`config.mk`:
```
export PLATFORM = sky130hd
export DESIGN_NAME = mult_seq_ctrl
export DESIGN_NICKNAME = d
export VERILOG_FILES = /design/src/rtl/mult_seq_ctrl.sv
export SDC_FILE = /design/constraint.sdc
export NUM_CORES = 1
export LEC_CHECK = 0
export CORE_AREA = 3 3 40 42
export DETAILED_ROUTE_END_ITERATION = 8
export DIE_AREA = 0 0 43 45
export PLACE_DENSITY_LB_ADDON = 0.1
export REMOVE_ABC_BUFFERS = 1
export SYNTH_ARGS = -nofsm -noshare
export SYNTH_HDL_FRONTEND = slang
export SYNTH_SLANG_ARGS = --single-unit
```
`constraint.sdc`:
```
create_clock -name Clk -period 1.9 [get_ports Clk]
set_input_delay 0.38 -clock Clk [delete_from_list [all_inputs] [get_ports Clk]]
set_output_delay 0.38 -clock Clk [all_outputs]
set_load 0.05 [all_outputs]
```
`src/rtl/mult_seq_ctrl.sv`:
```
// Sequencing controller for the shift-add multiplier datapath.
// Issues one-cycle clear/add/sub/shift strobes, one pair per operand bit.
module mult_seq_ctrl #(
   parameter int WIDTH = 8,
   parameter int CW    = $clog2(WIDTH + 1)
) (
   input  logic          Clk,
   input  logic          Reset_n,
   input  logic          Run,
   input  logic          Load_Clear,
   input  logic          M,
   input  logic          Signed_Mode,
   input  logic          Busy,
   output logic          Clr_Ld,
   output logic          Clr_A,
   output logic          Add,
   output logic          Sub,
   output logic          Shift,
   output logic          Done,
   output logic [CW-1:0] Bit_Count
);

   typedef enum logic [2:0] {
      S_IDLE,
      S_CLRA,
      S_ADD,
      S_SHIFT,
      S_DONE
   } state_t;

   localparam logic [CW-1:0] LAST = CW'(WIDTH - 1);

   state_t        state;
   state_t        state_nxt;
   logic [CW-1:0] cnt;
   logic [CW-1:0] cnt_nxt;
   logic          sgn;
   logic          sgn_nxt;
   logic          armed;
   logic          armed_nxt;
   logic          go;
   logic          last_bit;

   always_ff @(posedge Clk or negedge Reset_n) begin
      if (!Reset_n) begin
         state <= S_IDLE;
         cnt   <= '0;
         sgn   <= 1'b0;
         armed <= 1'b1;
      end else begin
         state <= state_nxt;
         cnt   <= cnt_nxt;
         sgn   <= sgn_nxt;
         armed <= armed_nxt;
      end
   end

   // Strobes are killed both by a stall and while reset is held,
   // so Clr_Ld cannot follow Load_Clear during reset.
   assign go        = Reset_n & ~Busy;
   assign last_bit  = (cnt == LAST);
   assign Bit_Count = cnt;

   always_comb begin
      state_nxt = state;
      cnt_nxt   = cnt;
      sgn_nxt   = sgn;
      armed_nxt = armed;
      Clr_Ld    = 1'b0;
      Clr_A     = 1'b0;
      Add       = 1'b0;
      Sub       = 1'b0;
      Shift     = 1'b0;
      Done      = (state == S_DONE);

      unique case (state)
         S_IDLE: begin
            Clr_Ld = go & Load_Clear;
            if (Run && armed) state_nxt = S_CLRA;
         end
         S_CLRA: begin
            Clr_A     = go;
            cnt_nxt   = '0;
            sgn_nxt   = Signed_Mode;
            armed_nxt = 1'b0;
            state_nxt = S_ADD;
         end
         S_ADD: begin
            // Sign bit of a two's-complement multiplier has negative weight
            Sub       = go & M & last_bit & sgn;
            Add       = go & M & ~(last_bit & sgn);
            state_nxt = S_SHIFT;
         end
         S_SHIFT: begin
            Shift     = go;
            cnt_nxt   = cnt + CW'(1);
            state_nxt = last_bit ? S_DONE : S_ADD;
         end
         S_DONE: begin
            Clr_Ld = go & Load_Clear;
            if (Run && armed) state_nxt = S_CLRA;
         end
         default: state_nxt = S_IDLE;
      endcase

      if (!Run) armed_nxt = 1'b1;

      if (Busy) begin
         state_nxt = state;
         cnt_nxt   = cnt;
         sgn_nxt   = sgn;
         armed_nxt = armed;
      end
   end

endmodule

```
==> results.yml, run 1 <==
outcome:
  run_status: "complete, no violations"
critical_path:
  slowest_stage: "dfrtp_1"
  arrival_ns: 1.50
  critPathKind: "reg -> out"
  max_stage_delay_ns: 0.38
  startpoint_type: "flip-flop"
  path_cells: "ha_2, and3b_2, nand2_1, nor2_2, buf_12"
  ff2ff_setup_slack_ns: 0.14
  critical_path_required_ns: 1.52
  worstPathMaxFanout: 4
  critPathCaptureType: "output port"
grt:
  grtUsageMet1_pct: 21.5
  grt_pass1_wl_um: 2170
  met2_usage_pct: 21.6
  grt_max_degree: 14
  met3_usage_pct: 2.79
  antenna_found_initial: 0
  grt_pass1_vias: 492
  grt_overflow: 0
  track_usage_pct: 15.2
  busiest_layer: "met2"
drt:
  firstDrtPassIters: 2
  drc: 0
  vias: 553
  vias_per_cell: 5.12
  wl_um: 1420
  drt_iter0_markers: 5
  post_drt_wl_per_cell_um: 13.2
  ant_nets: 0
sta:
  period_share_pct: 98.7
  max_slew_margin_pct: 76.4
  finClkSkew_ns: 0.00386
  setup_viol: 0
  tightest_slew_ns: 0.353
  worst_slack_ns: 0.0241
  fin_crit_ns: 1.88
  slew_viol_final: 0
  finalHoldViolations: 0
  fmax_mhz: 533
  rsz0062_at_grt: "true"
pwr:
  power_per_cell_area_nw_per_um2: 1010
  power_w: 0.000932
  ir_drop_v: 0.00102
  p_leak_nw: 0.433
die:
  core-area_um2: 1280
  die_h_um: 45
  dieWidth_um: 43
  die_area_um2: 1940
  initial_core_util_pct: 39.1
  io_pins: 17
  rows: 13
clocking:
  clock_latency_ns: 0.26
  cts-root-buf: "clkbuf_4"
  cts_max_level: 1
  clkTransAtPathRegs_ns: 0.06
  cts_sinks: 9
  numCtsBuffers: 3
  cts_tree: "yes"
  cts.path.max_buffers: 2
  ctsHoldBuffers: 0
place:
  placed_cells: 95
  detailedPlace.worstSlack_ns: -0.211
  gp_congestion: 0.738
  post_dp_cell_area_um2: 802
  hpwl_um: 934
  io_buffer_count: 16
synth:
  synth_most_common_cell: "nand2_1"
  synthDistinctLibCells: 25
  yosys_warnings: 0
  synth.area.top_cells: "dfrtp_1, nand2_1, dfstp_2, nand3_1, nor3b_1"
  synth_xor_area_share_pct: 0
  avgSynthCellArea_um2: 8.98
  synthArstFlopShare_pct: 100
  synth_simple_gate_area_share_pct: 35.8
  syn-cell-area_um2: 503
  ys_seq_area_share_pct: 45.0
  yosysTopAreaCellShare_pct: 39.8
  synth_compound_area_share_pct: 11.9
  synthMuxAreaShare_pct: 2.24
  synth-edff-count: 0
  yosys.area.top_type: "dfrtp_1"
  ys_ff_latch: 9
  synth_cells: 56
  ys.flop_type: "dfrtp_1"
  synth_commonest_cells: "nand2_1, dfrtp_1, nand3_1"
  yosys.area_share.adder_pct: 2.49
  synth_top_family_by_area: "simple AND/OR/NAND/NOR gates"
worst_hold_path:
  min_path_type: "in -> async"
cells_and_area:
  diodes: 0
  fin_cells: 108
  nFillCells: 102
  syn_to_final_growth_pct: 84.3
  layout-drive-gt1-share_pct: 44.1
  nets: 102
  postLayoutCellArea_um2: 927
run:
  maxCapViolCount: 0
critical path, delay by kind of cell (launching register included):
family | cells | cell delay, ns
buffers and inverters | 1 | 0.15
AND/OR/NAND/NOR | 3 | 0.49
adder cells (fa/ha/maj) | 1 | 0.21
flip-flops | 1 | 0.38
where the power goes:
part | switching (W) | internal [W] | total [W] | leakage, nW
logic | 0.000261 | 0.000225 | 0.000486 | 0.317
clock network | 0.0000699 | 0.0000811 | 0.000151 | 0.0150
registers | 0.0000535 | 0.000241 | 0.000295 | 0.101
registers in the layout, indices dropped and copies added (netlist names):
name / cells
Bit_Count: 4
state: 3
armed: 1
sgn: 1
path summary, 6_finish.rpt:
| kind | start | end | depth (start not counted) |
|---|---|---|---|
| worst min register to register | armed | armed | 2 |
| worst max register to register | state[2] | Bit_Count[3] | 5 |
| worst min-delay path | Reset_n | state[1] | 2 |
| max in group asynchronous | Reset_n | armed | 3 |
| min in group Clk | armed | armed | 2 |
| worst max-delay path | Bit_Count[1] | Sub | 5 |
placed cells by master, fill, tap and decap left out, drive strengths merged, types with 2 or more instances in the layout:
| cell type | n |
|---|---|
| and3b | 2 |
| buf | 30 |
| clkbuf | 4 |
| nor3b | 3 |
| nand3 | 5 |
| nor2 | 3 |
| nand2 | 11 |
| dfrtp | 8 |
| o21ai | 5 |
| clkdlybuf4s50 | 5 |
| nor2b | 2 |
stage by stage:
step	hold WS (ns)	setup TNS (ns)	utilization (%)
global placement	0.489	-0.861	62.4
CTS	0.422	-0.0277	67.4
detailed placement	0.495	-0.915	62.4
floorplan	0.0844	-1.43	-
finish	0.427	0	72.2
global route	0.435	-0.0900	72.2
what timing repair did:
action / CTS / global route
resized for setup: 6 / 4
pin swaps: 3 / 3
gates cloned: 0 / 0
buffers inserted: 3 / 6
endpoints found under the setup margin: 5 / 3
logic make-up after synthesis:
| family | Yosys count |
|---|---|
| adder cells (fa/ha/maj) | 1 |
| AO/OA/AOI/OAI | 10 |
| buffers and inverters | 3 |
| AND/OR/NAND/NOR | 32 |
| multiplexers | 1 |
| flip-flops | 9 |
layer usage:
layer  vias to the layer above  part of all wire (%)  wire length, um
li1                        280                     -                -
met1                       256                    47              665
met2                        15                    46              659
met3                         2                   5.9               84
met4                         0                  0.84               12
met5                         -                     0                0
layout make-up:
cell class / instances / area, um2 / share of cell area [%]
Timing Repair Buffer: 36 / 359 / 38.7
Clock buffer: 4 / 26.3 / 2.83
Multi-Input combinational cell: 44 / 297 / 32.0
Sequential cell: 9 / 226 / 24.4
Tap cell: 15 / 18.8 / 2.02
Note: power is estimated with default switching activity, not from simulation.
==> run 2, diff against run 1 <==
Settings changed: DONT_BUFFER_PORTS set to 1.
==> results.yml, run 2 (synthesis gave the netlist of run 1 again) <==
grt:
  grt_pass1_wl_um: 2130
  grt_pass1_vias: 463
  grt_overflow: 0
  grt_max_degree: 18
  antenna_found_initial: 0
  track_usage_pct: 14.7
clocking:
  numCtsBuffers: 3
  cts_sinks: 9
  cts.path.max_buffers: 2
  cts_tree: "yes"
  clkTransAtPathRegs_ns: 0.06
  cts_max_level: 1
  cts-root-buf: "clkbuf_4"
  clock_latency_ns: 0.27
die:
  rows: 13
  dieWidth_um: 43
  io_pins: 17
  initial_core_util_pct: 39.1
  die_area_um2: 1940
  core-area_um2: 1280
  die_h_um: 45
place:
  io_buffer_count: 0
  gp_congestion: 0.775
  hpwl_um: 912
  placed_cells: 82
run:
  maxCapViolCount: 0
cells_and_area:
  largest_reg_flops: 4
  layout-drive-gt1-share_pct: 37.0
  syn_to_final_growth_pct: 41.3
  layout_common_cells: "buf_4, nand2_1, dfrtp_1"
  nets: 82
  diodes: 0
  nFillCells: 107
  fin_cells: 88
  layout_commonest_cell: "buf_4"
drt:
  firstDrtPassIters: 4
  vias_per_cell: 5.53
  drc: 0
  drt_iter0_markers: 5
  post_drt_wl_per_cell_um: 14.4
  wl_um: 1270
  vias: 487
  ant_nets: 0
sta:
  fin_crit_ns: 1.86
  fmax_mhz: 539
  setup_viol: 0
  finalHoldViolations: 0
  rsz0062_at_grt: "false"
  period_share_pct: 97.7
  finalSetupTns_ns: 0
  max_slew_margin_pct: 72.4
  finClkSkew_ns: 0.000348
  tightest_slew_ns: 0.412
  worst_hold_slack_ns: 0.153
  slew_viol_final: 0
critical_path:
  startpoint_type: "flip-flop"
  worstPathMaxFanout: 5
  arrival_ns: 1.48
  critPathCaptureType: "output port"
  critical_path_required_ns: 1.52
  critPathKind: "reg -> out"
pwr:
  p_leak_nw: 0.334
  power_w: 0.000817
  swShare_pct: 42.9
  p_clk_share_pct: 18.7
  p_switching_w: 0.000350
  pwr-share-seq_pct: 33.0
  combinationalPowerShare_pct: 48.3
  p_int_w: 0.000467
  ir_drop_v: 0.000612
  power_per_cell_area_nw_per_um2: 1150
outcome:
  run_status: "complete, no violations"
worst_hold_path:
  min_path_type: "in -> reg"
## run 2: cell count changes in the layout (fill, tap and decap cells not counted), sizes merged
cell / change
clkdlybuf4s50: -5
buf: -15
dlygate4sd3: +1
dlygate4sd2: -1
## run 2: area by class of cell
| type | count | area [um2] | share of cell area (%) |
|---|---|---|---|
| Multi-Input combinational cell | 44 | 297 | 41.7 |
| Sequential cell | 9 | 226 | 31.9 |
| Timing Repair Buffer | 16 | 143 | 20.1 |
| Clock buffer | 4 | 26.3 | 3.70 |
| Tap cell | 15 | 18.8 | 2.64 |
## run 2: layer usage
| layer | up-vias | track usage [%] | wire [um] |
|---|---|---|---|
| met4 | 0 | 9.04 | 23 |
| met5 | - | 0 | 0 |
| met3 | 3 | 4.78 | 125 |
| met2 | 20 | 22.2 | 624 |
| met1 | 226 | 18.3 | 493 |
| li1 | 238 | - | - |
## run 2: path summary, 6_finish.rpt
| kind | end | depth (start not counted) | slack [ns] | from |
|---|---|---|---|---|
| worst min-delay path | armed | 1 | 0.15 | Busy |
| worst min register to register | armed | 2 | 0.52 | armed |
| min in group asynchronous | sgn | 1 | 0.48 | Reset_n |
| worst max-delay path | Clr_A | 3 | 0.04 | state[2] |
| max in group asynchronous | armed | 1 | 1.10 | Reset_n |
| worst max register to register | Bit_Count[3] | 4 | 0.26 | state[2] |
## run 2: what timing repair did
| item | in CTS | in global routing |
|---|---|---|
| setup endpoints to repair | 1 | 3 |
| hold buffers | 1 | 0 |
| pin swaps | 0 | 1 |
| setup buffers | 0 | 1 |
| resized for setup | 2 | 7 |
| hold endpoints to repair | 9 | 0 |
## run 2: critical path: stages, from the launching register on
cell     delay (ns)
dfrtp_1        0.41
or3b_4         0.41
nor3b_4        0.20
buf_6          0.18
## run 2: power by group through the flow
| stage | combinational (W) | clock, W | sequential, W |
|---|---|---|---|
| 3_5_place_dp | 0.000377 | 0 | 0.000273 |
| 3_3_place_gp | 0.000366 | 0 | 0.000268 |
| 4_1_cts | 0.000387 | 0.000153 | 0.000269 |
| 5_1_grt | 0.000429 | 0.000162 | 0.000276 |
| 6_report | 0.000394 | 0.000153 | 0.000270 |
| 2_1_floorplan | 0.000125 | 0 | 0.000392 |
## run 2: stage by stage
stage | utilization, % | instance area [um2] | worst slack (ns)
after floorplan | - | 490 | -0.550
after global placement | 49.6 | 637 | 0.251
after detailed placement | 49.6 | 637 | 0.210
after CTS | 52.9 | 679 | 0.00763
after global routing | 55.3 | 711 | 0.000217
final | 55.3 | 711 | 0.0440
